`src/rtl/dtree_class_voter.sv`:
```
// dtree_class_voter
//   Majority voter behind the decision-tree classifier. Builds a per-class
//   histogram over WINDOW accepted labels. It then scans the bins, lowest
//   index first, to pick the class with the most votes, and presents that
//   class on a valid/ready output.
//
// Ports
//   clk        rising-edge clock
//   rst_n      synchronous active-low reset
//   flush      discard the partial window (ACCUM only)
//   in_valid   in_class carries a label
//   in_ready   a sample is accepted this cycle
//   in_class   class label from the tree
//   out_valid  vote result is valid
//   out_ready  consumer takes the result
//   out_class  majority class (lowest index on ties)
//   out_count  number of votes for out_class
//   out_tie    another bin reached the same count
//   err_range  sticky: a label >= N_CLASSES was seen
module dtree_class_voter #(
    parameter int unsigned CLASS_W   = 5,
    parameter int unsigned N_CLASSES = 32,
    parameter int unsigned WINDOW    = 8,
    parameter int unsigned CNT_W     = $clog2(WINDOW + 1)
) (
    input  logic               clk,
    input  logic               rst_n,
    input  logic               flush,
    input  logic               in_valid,
    output logic               in_ready,
    input  logic [CLASS_W-1:0] in_class,
    output logic               out_valid,
    input  logic               out_ready,
    output logic [CLASS_W-1:0] out_class,
    output logic [CNT_W-1:0]   out_count,
    output logic               out_tie,
    output logic               err_range
);

    localparam int unsigned IDX_W = (N_CLASSES > 1) ? $clog2(N_CLASSES) : 1;

    typedef enum logic [1:0] {
        ACCUM,
        SCAN,
        HOLD
    } state_t;

    state_t             state_q;
    logic [CNT_W-1:0]   bins_q [N_CLASSES];
    logic [CNT_W-1:0]   sample_cnt_q;
    logic [IDX_W-1:0]   scan_idx_q;
    logic [CNT_W-1:0]   best_cnt_q;
    logic [CLASS_W-1:0] best_idx_q;
    logic               tie_q;
    logic               in_ready_q;
    logic               out_valid_q;
    logic               err_q;

    logic               in_range;
    logic [IDX_W-1:0]   wr_idx;
    logic [CNT_W-1:0]   scan_bin;

    // When every encodable label is a legal class the range check is constant.
    if (N_CLASSES >= (1 << CLASS_W)) begin : g_full_range
        assign in_range = 1'b1;
    end else begin : g_part_range
        assign in_range = (in_class < CLASS_W'(N_CLASSES));
    end

    always_comb begin
        wr_idx   = in_class[IDX_W-1:0];
        scan_bin = bins_q[scan_idx_q];
    end

    always_ff @(posedge clk) begin
        if (!rst_n) begin
            state_q      <= ACCUM;
            for (int unsigned i = 0; i < N_CLASSES; i++) bins_q[i] <= '0;
            sample_cnt_q <= '0;
            scan_idx_q   <= '0;
            best_cnt_q   <= '0;
            best_idx_q   <= '0;
            tie_q        <= 1'b0;
            in_ready_q   <= 1'b1;
            out_valid_q  <= 1'b0;
            err_q        <= 1'b0;
        end else begin
            case (state_q)
                ACCUM: begin
                    if (flush) begin
                        // flush wins over a same-cycle sample
                        for (int unsigned i = 0; i < N_CLASSES; i++) bins_q[i] <= '0;
                        sample_cnt_q <= '0;
                    end else if (in_valid) begin
                        // out-of-range labels still consume a window slot
                        if (in_range) bins_q[wr_idx] <= bins_q[wr_idx] + CNT_W'(1);
                        else          err_q          <= 1'b1;
                        if (sample_cnt_q == CNT_W'(WINDOW - 1)) begin
                            sample_cnt_q <= '0;
                            state_q      <= SCAN;
                            in_ready_q   <= 1'b0;
                        end else begin
                            sample_cnt_q <= sample_cnt_q + CNT_W'(1);
                        end
                    end
                end
                SCAN: begin
                    // strict '>' keeps the lowest index on equal counts
                    if (scan_bin > best_cnt_q) begin
                        best_cnt_q <= scan_bin;
                        best_idx_q <= CLASS_W'(scan_idx_q);
                        tie_q      <= 1'b0;
                    end else if (scan_bin == best_cnt_q && scan_bin != '0) begin
                        tie_q      <= 1'b1;
                    end
                    if (scan_idx_q == IDX_W'(N_CLASSES - 1)) begin
                        scan_idx_q  <= '0;
                        state_q     <= HOLD;
                        out_valid_q <= 1'b1;
                    end else begin
                        scan_idx_q  <= scan_idx_q + IDX_W'(1);
                    end
                end
                HOLD: begin
                    if (out_ready) begin
                        for (int unsigned i = 0; i < N_CLASSES; i++) bins_q[i] <= '0;
                        best_cnt_q  <= '0;
                        best_idx_q  <= '0;
                        tie_q       <= 1'b0;
                        state_q     <= ACCUM;
                        in_ready_q  <= 1'b1;
                        out_valid_q <= 1'b0;
                    end
                end
                default: state_q <= ACCUM;
            endcase
        end
    end

    // best/tie registers stay zero outside SCAN/HOLD, so they drive the outputs directly
    always_comb begin
        in_ready  = in_ready_q;
        out_valid = out_valid_q;
        out_class = best_idx_q;
        out_count = best_cnt_q;
        out_tie   = tie_q;
        err_range = err_q;
    end

endmodule

```
`config.mk`:
```
export PLATFORM = sky130hd
export DESIGN_NAME = dtree_class_voter
export DESIGN_NICKNAME = d
export VERILOG_FILES = /design/src/rtl/dtree_class_voter.sv
export SDC_FILE = /design/constraint.sdc
export NUM_CORES = 1
export LEC_CHECK = 0
export ABC_CLOCK_PERIOD_IN_PS = 3970
export CAP_MARGIN = 20
export CORE_AREA = 5 5 134 136
export CTS_CLUSTER_SIZE = 8
export DETAILED_ROUTE_END_ITERATION = 8
export DIE_AREA = 0 0 139 141
export PLACE_DENSITY = 0.66
export SLEW_MARGIN = 20
export SYNTH_ARGS = -nofsm -noshare
export SYNTH_HDL_FRONTEND = slang
export SYNTH_SLANG_ARGS = --single-unit
```
`constraint.sdc`:
```
create_clock -name clk -period 3.97 [get_ports clk]
set_clock_uncertainty 0.15 [all_clocks]
set_input_delay 0.5955 -clock clk [delete_from_list [all_inputs] [get_ports clk]]
set_output_delay 0.5955 -clock clk [all_outputs]
set_load 0.05 [all_outputs]
```
==> results.yml <==
status:
  status: "completed"
clocking:
  clock-root-buffer: "clkbuf_16"
  cts_buffers: 17
  clock_path_buffers: 2
  cts_hold_buf: 0
  insertion_delay_ns: 0.43
  path_clk_slew_ns: 0.06
  postCtsSetupRepairBufs: 0
  cts_tree: "built"
  h-tree-depth: 4
  cts_resized: 0
  cts.sinks: 156
synthesis:
  synth_fa_ha_area_frac: 0.0123
  synth-seq-cells: 156
  ys_seq_area_frac: 0.542
  yosys_warnings: 0
  synthSimpleGateAreaFrac: 0.155
  synth_cell_types: 38
  synth_compound_area_frac: 0.0431
  muxShareOfSynthArea: 0.204
  synthesis.instances: 638
  synth_area_sq_um: 8130
  synth_top_family_by_area: "multiplexers"
  syn_nets: 656
  synth_xor_area_frac: 0.00308
  synth_area_per_cell_sq_um: 12.7
power_and_ir_drop:
  irDropWorstVdd_mv: 0.275
  p_comb_frac: 0.083
  swShare: 0.220
  p_clk_frac: 0.452
  p_int_mw: 3.13
  power.density_nw_per_um2: 433
  p_leak_nw: 3.44
  p_switching_mw: 0.882
  seq_power_share: 0.465
floorplanning:
  ios: 23
  start_util: 0.483
  die-area_sq_um: 19600
  dieWidth_microns: 139
  row_count: 48
  coreArea_sq_um: 16800
  die_h_microns: 141
layout:
  drive_gt1_frac: 0.199
  fin_cells: 883
  diodes: 0
  layout_commonest_cell: "edfxtp_1"
  multi_input_area_sq_um: 3410
  seqCellArea_sq_um: 4410
  num-nets-final: 663
  final_cell_mix: "edfxtp_1 (128), nor2_1 (110), nand2_1 (76), mux4_2 (72), and3_1 (43)"
  area_growth_pct: 14.0
  fill_cells: 1340
worst_setup_path:
  cp_cell_sequence: "buf_12, mux4_2, mux4_2, mux2i_1, inv_1, ha_1, nor2b_1, o21a_1, o21ai_0, a211o_2, and3_1, o21a_1"
  critPathMaxFanout: 32
  slowest_stage: "mux4_2"
  reg2reg_slack_ns: 0.23
  worstPathRequired_ns: 4.14
  cp-start-kind: "flip-flop"
  critical_path_class: "reg2reg"
  critPathArrivalTime_ns: 3.91
  slowest_delay_ns: 0.55
  end_kind: "flip-flop"
  path_buf_inv: 2
  crit_family: "multiplexers"
placement:
  io_buffers: 21
  dp_cells: 851
  routabilityCongestion: 0.866
  dp_hpwl_microns: 13900
global_routing:
  grt_max_degree: 36
  grt_overflow: 0
  antenna_found_initial: 0
  grt_pass1_vias: 5538
  grt_util_all_layers: 0.216
  grt_pass1_wl_microns: 32000
drt:
  route.detailed.drc: 0
  wl_per_cell_microns: 22.9
  vias: 5479
  wl_microns: 20200
  drt_iter0_drc: 502
  vias_per_cell: 6.20
  antenna_left: 0
  drt_first_pass_iters: 5
sta:
  finalHoldViolCount: 0
  worst_slew_pin_slew_ns: 0.598
  rsz0062_at_grt: "false"
  fmax_ghz: 0.267
  tns_ns: 0
  fin_crit_ns: 3.74
  drv_slew: 0
  setup_viol: 0
  relSlewSlack: 0.601
  finalCritPeriodShare: 0.942
worst_hold_path:
  hp-class: "reg2reg"
run:
  cap_violations: 0
==> worst reg2reg max path: stages, from the launching register on <==
cell and delay, ns:
dfxtp_2 0.34, buf_12 0.25, mux4_2 0.58, mux4_2 0.49, mux2i_1 0.26, inv_1 0.08, ha_1 0.29, nor2b_1 0.13
o21a_1 0.11, o21ai_0 0.07, a211o_2 0.47, and3_1 0.24, o21a_1 0.17
==> worst paths after layout <==
path | start | to | depth (start not counted)
setup reg to reg | flip-flop | out_count[2] | 12
hold reg to reg | out_tie | out_tie | 2
hold / removal | out_tie | out_tie | 2
setup / recovery | flip-flop | out_count[2] | 12
==> flip-flops by register name, summed over array words and instances (netlist names), named ones only <==
signal and flops:
sample_cnt_q 4, bins_q 128, out_valid 1, scan_idx_q 5, state_q 2, out_count 4
in_ready 1, out_tie 1, out_class 5
==> stage by stage <==
| stage | power, mW | worst slack (ns) | hold slack (ns) | cell area, sq um | utilization |
|---|---|---|---|---|---|
| finish | 4.02 | 0.231 | 0.319 | 9270 | 0.551 |
| global route | 4.13 | 0.0423 | 0.349 | 9270 | 0.551 |
| CTS | 4.03 | 0.152 | 0.319 | 9270 | 0.551 |
| detailed placement | 2.23 | 0.173 | 0.308 | 8610 | 0.512 |
| global placement | 2.22 | 0.320 | 0.298 | 8610 | 0.512 |
| floorplan | 2.09 | 0.322 | 0.330 | 8130 | - |
==> cells by family after synthesis <==
| kind of cell | after synthesis |
|---|---|
| XOR/XNOR | 2 |
| AND/OR/NAND/NOR | 273 |
| AO/OA/AOI/OAI | 52 |
| flip-flops | 156 |
| other | 1 |
| buffers and inverters | 70 |
| adder cells (fa/ha/maj) | 8 |
| multiplexers | 76 |
==> power groups by stage <==
| stage | Clock [mW] | Sequential, mW | Combinational (mW) |
|---|---|---|---|
| after floorplan | 0 | 1.87 | 0.216 |
| after global placement | 0 | 1.90 | 0.323 |
| after detailed placement | 0 | 1.90 | 0.329 |
| after CTS | 1.83 | 1.87 | 0.332 |
| after global routing | 1.91 | 1.87 | 0.354 |
| final | 1.82 | 1.87 | 0.334 |
==> Yosys cell counts <==
master,number,area share
mux4_2,72,0.20
inv_1,15,0.0069
buf_2,10,0.0062
nor2b_1,5,0.0038
and4_1,1,0.0011
o21ai_0,9,0.0055
ha_1,8,0.012
clkbuf_1,35,0.016
a21boi_0,4,0.0037
buf_6,5,0.0069
a31oi_1,1,0.00077
buf_4,3,0.0028
a211o_1,1,0.0011
nand3_2,1,0.0012
edfxtp_1,128,0.47
o21a_1,11,0.010
nand2b_1,3,0.0023
nand4_2,1,0.0015
mux2i_1,4,0.0049
nor2_1,110,0.051
nor4b_1,1,0.0011
and3b_1,3,0.0032
xnor2_1,1,0.0011
a22oi_1,17,0.016
xor2_2,1,0.0020
a21oi_1,7,0.0043
dfxtp_1,28,0.069
and3_1,43,0.033
and2_1,4,0.0031
nand3b_1,3,0.0028
nor3b_1,4,0.0037
o31ai_1,2,0.0018
nand2_1,76,0.035
conb_1,1,0.00046
nand4_1,8,0.0062
buf_1,2,0.00092
nand3_1,2,0.0012
nor3_1,8,0.0049
==> final cells by class <==
| class | count | share of cell area |
|---|---|---|
| Sequential cell | 156 | 0.475 |
| Multi-Input combinational cell | 412 | 0.368 |
| Timing Repair Buffer | 43 | 0.0494 |
| Clock buffer | 20 | 0.0471 |
| Tap cell | 225 | 0.0304 |
| Clock inverter | 12 | 0.0236 |
| Inverter | 15 | 0.00607 |
==> per-layer routing <==
metal / share of wire / wire (microns) / GRT usage / vias to the layer above
li1: - / - / - / 2416
met1: 0.40 / 8000 / 0.272 / 2750
met2: 0.50 / 10000 / 0.355 / 261
met3: 0.074 / 1500 / 0.0587 / 52
met4: 0.034 / 690 / 0.0917 / 0
met5: 0 / 0 / 0 / -
No activity file was read; power rests on OpenSTA's default activity.
